===== config.mk =====
export PLATFORM = sky130hd
export DESIGN_NAME = hazard_scoreboard
export DESIGN_NICKNAME = d
export VERILOG_FILES = /design/src/rtl/hazard_scoreboard.sv
export SDC_FILE = /design/constraint.sdc
export NUM_CORES = 1
export LEC_CHECK = 0
export CAP_MARGIN = 20
export CELL_PAD_IN_SITES_DETAIL_PLACEMENT = 0
export CELL_PAD_IN_SITES_GLOBAL_PLACEMENT = 1
export CORE_MARGIN = 2
export CORE_UTILIZATION = 47
export CTS_BUF_LIST = sky130_fd_sc_hd__clkbuf_16
export CTS_CLUSTER_DIAMETER = 40
export DETAILED_ROUTE_END_ITERATION = 8
export GPL_TIMING_DRIVEN = 1
export HOLD_SLACK_MARGIN = 0.02
export PLACE_DENSITY = 0.79
export REMOVE_ABC_BUFFERS = 1
export SLEW_MARGIN = 20
export SYNTH_ARGS = -nofsm -noshare
export SYNTH_HDL_FRONTEND = slang
export SYNTH_SLANG_ARGS = --single-unit

===== constraint.sdc =====
create_clock -name clk -period 3.5 [get_ports clk]
set_clock_uncertainty 0.1 [all_clocks]
set_input_delay 0.525 -clock clk [delete_from_list [all_inputs] [get_ports clk]]
set_output_delay 0.525 -clock clk [all_outputs]
set_load 0.02 [all_outputs]

===== src/rtl/hazard_scoreboard.sv =====
// Per-register countdown scoreboard for ID-stage hazard detection, plus post-branch fetch hold and stall counter.
// Outputs are combinational from state and ID inputs; a producer with delay D stalls its dependent exactly D cycles.
module hazard_scoreboard #(
  parameter int NREG       = 32,
  parameter int AW         = $clog2(NREG),
  parameter int FWD_EN     = 1,
  parameter int WB_DEPTH   = 3,
  parameter int LOAD_LAT   = 1,
  parameter int MD_LAT     = 4,
  parameter int BR_PENALTY = 2
) (
  input  logic          clk,
  input  logic          rst_n,
  input  logic          id_valid,
  input  logic [AW-1:0] id_rs1,
  input  logic [AW-1:0] id_rs2,
  input  logic          id_use_rs1,
  input  logic          id_use_rs2,
  input  logic [AW-1:0] id_rd,
  input  logic          id_reg_write,
  input  logic [1:0]    id_class,
  input  logic          id_branch,
  input  logic          id_jump,
  input  logic          flush,
  output logic          stall,
  output logic          bubble,
  output logic          fetch_hold,
  output logic [31:0]   stall_cycles
);

  localparam int D_ALU = (FWD_EN != 0) ? 0 : WB_DEPTH;
  localparam int D_LD  = (FWD_EN != 0) ? LOAD_LAT : WB_DEPTH;
  localparam int D_MD  = (FWD_EN != 0) ? MD_LAT : ((MD_LAT > WB_DEPTH) ? MD_LAT : WB_DEPTH);
  localparam int MAX_A = (D_ALU > D_LD) ? D_ALU : D_LD;
  localparam int MAXD  = (MAX_A > D_MD) ? MAX_A : D_MD;
  localparam int CW    = (MAXD > 0) ? $clog2(MAXD + 1) : 1;
  localparam int BW    = (BR_PENALTY > 0) ? $clog2(BR_PENALTY + 1) : 1;

  logic [CW-1:0] cnt_q [NREG];
  logic [CW-1:0] cnt_d [NREG];
  logic [BW-1:0] ctrl_cnt_q, ctrl_cnt_d;
  logic [31:0]   stall_cycles_q, stall_cycles_d;

  logic          hz_rs1, hz_rs2, stall_raw, issue;
  logic [CW-1:0] d_new, dec;

  always_comb begin
    hz_rs1    = id_use_rs1 && (id_rs1 != '0) && (cnt_q[id_rs1] != '0);
    hz_rs2    = id_use_rs2 && (id_rs2 != '0) && (cnt_q[id_rs2] != '0);
    stall_raw = id_valid && (hz_rs1 || hz_rs2) && !flush;
    issue     = id_valid && !stall_raw && !flush;

    case (id_class)
      2'd1:    d_new = CW'(D_LD);
      2'd2:    d_new = CW'(D_MD);
      default: d_new = CW'(D_ALU);
    endcase

    // Issue loads max(decremented, D) so a short write never shortens a pending long one.
    cnt_d[0] = '0;
    dec      = '0;
    for (int i = 1; i < NREG; i++) begin
      dec      = (cnt_q[i] != '0) ? (cnt_q[i] - 1'b1) : '0;
      cnt_d[i] = dec;
      if (issue && id_reg_write && (id_rd == AW'(i)))
        cnt_d[i] = (dec > d_new) ? dec : d_new;
    end

    ctrl_cnt_d = ctrl_cnt_q;
    if (flush)
      ctrl_cnt_d = '0;
    else if (issue && (id_branch || id_jump))
      ctrl_cnt_d = BW'(BR_PENALTY);
    else if (ctrl_cnt_q != '0)
      ctrl_cnt_d = ctrl_cnt_q - 1'b1;

    stall_cycles_d = stall_cycles_q;
    if (stall_raw && (stall_cycles_q != 32'hFFFF_FFFF))
      stall_cycles_d = stall_cycles_q + 32'd1;
  end

  always_ff @(posedge clk or negedge rst_n) begin
    if (!rst_n) begin
      for (int i = 0; i < NREG; i++) cnt_q[i] <= '0;
      ctrl_cnt_q     <= '0;
      stall_cycles_q <= '0;
    end else begin
      for (int i = 0; i < NREG; i++) cnt_q[i] <= cnt_d[i];
      ctrl_cnt_q     <= ctrl_cnt_d;
      stall_cycles_q <= stall_cycles_d;
    end
  end

  // Gated by rst_n so a flush arriving during reset cannot raise bubble.
  assign stall        = rst_n && stall_raw;
  assign bubble       = rst_n && (stall_raw || (flush && id_valid));
  assign fetch_hold   = rst_n && (ctrl_cnt_q != '0);
  assign stall_cycles = stall_cycles_q;

endmodule


==> results_dict.tcl, run 1 <==
set metrics [dict create \
    outcome "finished, violations left" \
    violations "design-rule violations" \
    clockRootBuffer "clkbuf_16" \
    dieHeight_um 140 \
    grt_usage 0.238 \
    yosysMostFrequentCell "dfrtp_1" \
    grt_overflow 0 \
    synth_edf_count 0 \
    critical_path_class "input pin to primary output" \
    cts_tree "built" \
    hold_depth 1 \
    postSynthCellCount 916 \
    cts_htree_levels 4 \
    n_antenna_cell 0 \
    place_congestion 0.872 \
    slew_headroom 0.563 \
    cts.sinks 127 \
    clockBufferDepth 2 \
    r2r-end "cnt_q[92]" \
    clkSlewWorstSetupHoldPaths_ns 0.06 \
    start_util 0.481 \
    grt_max_degree 93 \
    die_area_um2 19600 \
    final.period_utilization 0.960 \
    rr_startpoint "cnt_q[12]" \
    fin_crit_ns 3.36 \
    end_kind "primary output" \
    die_w_um 140 \
    place_area_um2 9860 \
    finish.instance_area_um2 10500 \
    finalNetCount 1099 \
    worst_ep_required_time_ns 2.87 \
    grt_pass1_vias 7035 \
    hp-class "flop to flop" \
    ant_nets 0 \
    syn_to_final_growth_pct 20.8 \
    place_hpwl_um 16100 \
    avgRoutedWirePerCell_um 18.1 \
    grt_pass1_wl_um 36900 \
    crit_start "id_rs1[1]" \
    drv_slew 0 \
    core_area_um2 18100 \
    r2r_cells 10 \
    cp-start-kind "input pin" \
    synth_top_area_share 0.365 \
    p_leak_nw 4.43 \
    peakVddDrop_v 0.000346 \
    drt_iter0_drc 531 \
    antenna_found_initial 0 \
    yosysUniqueCellTypes 66 \
    synthFlopType "dfrtp_1" \
    drc 2 \
    synth-seq-area-share 0.365 \
    cts_made_buffers 17 \
    dr_total_vias 7372 \
    nFillCells 1613 \
    synth_area_um2 8700 \
    setup_viol 0 \
    dr.pass1.iters 9 \
    synth_seq_cells 127 \
    routed_wl_um 22600 \
    timing.fmax_mhz 298 \
    rrSetupSlack_ns 0.47 \
    synth.area.top_cells "dfrtp_1 37%, ha_1 9.2%, mux2i_1 6.0%" \
    cp_max_fo 20 \
    yosys_warnings 0 \
    num_rows 49 \
    detail_route.vias_per_cell 5.89 \
    p_per_area_nw_per_um2 370 \
    rsz0062_at_grt "no" \
    finalHoldViolCount 0 \
    layout-drive-gt1-share 0.134 \
    synthTopCellsByCount "127 x dfrtp_1, 75 x a21oi_1, 64 x ha_1, 59 x nand2_1, 57 x nor2_1" \
    insertion_delay_ns 0.43 \
    hold_end "stall_cycles[27]" \
    portBuffers 60 \
    ys_async_sr_fraction 1.00 \
    worstMarginPinSlew_ns 0.656 \
    cp.arrival_ns 2.73 \
    utilization 0.581 \
    synth_area_per_cell_um2 9.50 \
    post_cts_buffers 0 \
    fin_hold_ws_ns 0.389 \
    yosys.area.top_type "dfrtp_1" \
    io_pins 61 \
    max_cap_viol_count 0 \
    worstHoldStart "stall_cycles[27]" \
]
[critical path, cell delays in order]
cell and delay [ns]:
clkdlybuf4s50_1 0.45, buf_12 0.17, or4_1 0.54, a311oi_2 0.27
nand4b_1 0.18, nand3_4 0.16, nand2_4 0.06, o211a_1 0.21
clkbuf_2 0.15
[layer usage]
layer | up-vias | GRT usage | share of wire
li1 | 3634 | - | -
met1 | 3562 | 0.337 | 0.48
met2 | 153 | 0.378 | 0.46
met3 | 23 | 0.0403 | 0.040
met4 | 0 | 0.0702 | 0.014
met5 | - | 0 | 0
[sequential cells by signal, indices dropped and copies added, names as in the netlist]
signal / count
cnt_q: 93
ctrl_cnt_q: 2
stall_cycles: 32
[logic make-up (layout without fill, tap and decap cells)]
family / after synthesis / count (layout) / share of synthesized area
multiplexers: 56 / 56 / 0.0689
flip-flops: 127 / 127 / 0.365
adder cells (fa/ha/maj): 64 / 64 / 0.0920
AND/OR/NAND/NOR: 337 / 337 / 0.232
buffers and inverters: 58 / 164 / 0.0315
AO/OA/AOI/OAI: 242 / 242 / 0.178
XOR/XNOR: 32 / 32 / 0.0322
[worst max path at each step]
| stage | to | slack, ns | cells past startpoint |
|---|---|---|---|
| after global routing | stall | 0.03 | 10 |
| final | bubble | 0.14 | 9 |
| after detailed placement | stall | -0.23 | 10 |
| after global placement | stall | -0.23 | 10 |
| after floorplan | cnt_q[45] | 0.34 | 6 |
| after CTS | bubble | 0.02 | 9 |
[layout by cell type, fill, tap and decap left out, types with 31 or more instances in the layout]
master and n:
dfrtp_1 127, nor3b_1 33, o21bai_1 31, nand2_1 59
xnor2_1 31, o21ai_0 42, clkdlybuf4s50_1 57, ha_1 64
mux2i_1 52, nor2_1 57, buf_4 35, a21oi_1 73
[timing repair]
| item | in CTS | in global routing |
|---|---|---|
| setup endpoints to repair | 2 | 2 |
| gates resized for setup | 4 | 19 |
| pin swaps | 1 | 7 |
| hold buffers | 1 | 0 |
| endpoints found under the hold margin | 35 | 0 |
[power breakdown]
part           internal, mW  switching, mW
Sequential             1.50         0.0311
Clock                  1.04          0.711
Combinational         0.252          0.351
Total                  2.79           1.09
[layout make-up]
type / count / area (um^2) / area share
flip-flops and latches: 127 / 3180 / 0.302
repair buffers: 105 / 1040 / 0.0994
multi-input cells: 731 / 5330 / 0.507
clock inverters: 15 / 146 / 0.0139
inverters: 27 / 101 / 0.00964
clock buffers: 17 / 425 / 0.0405
well taps: 229 / 287 / 0.0273
[per-stage QoR]
stage | instances | setup TNS [ns] | setup WS (ns) | total power, mW
final | 1251 | 0 | 0.140 | 3.89
after global routing | 1251 | 0 | 0.0269 | 4.05
after CTS | 1251 | 0 | 0.0167 | 3.91
after detailed placement | 1218 | -0.680 | -0.234 | 2.16
after global placement | 1218 | -0.580 | -0.225 | 2.15
after floorplan | 885 | 0 | 0.339 | 1.87
Note: power is estimated with default switching activity, not from simulation.
==> run 2: changes to the inputs <==
--- a/config.mk
+++ b/config.mk
@@ -14,7 +14,7 @@
 export CTS_CLUSTER_DIAMETER = 40
 export DETAILED_ROUTE_END_ITERATION = 8
 export GPL_TIMING_DRIVEN = 1
-export HOLD_SLACK_MARGIN = 0.02
+export HOLD_SLACK_MARGIN = 0.1
 export PLACE_DENSITY = 0.79
 export REMOVE_ABC_BUFFERS = 1
 export SLEW_MARGIN = 20
==> results of run 2 <==
Same layout as run 1: the final DEF is identical, and so are final timing and power.
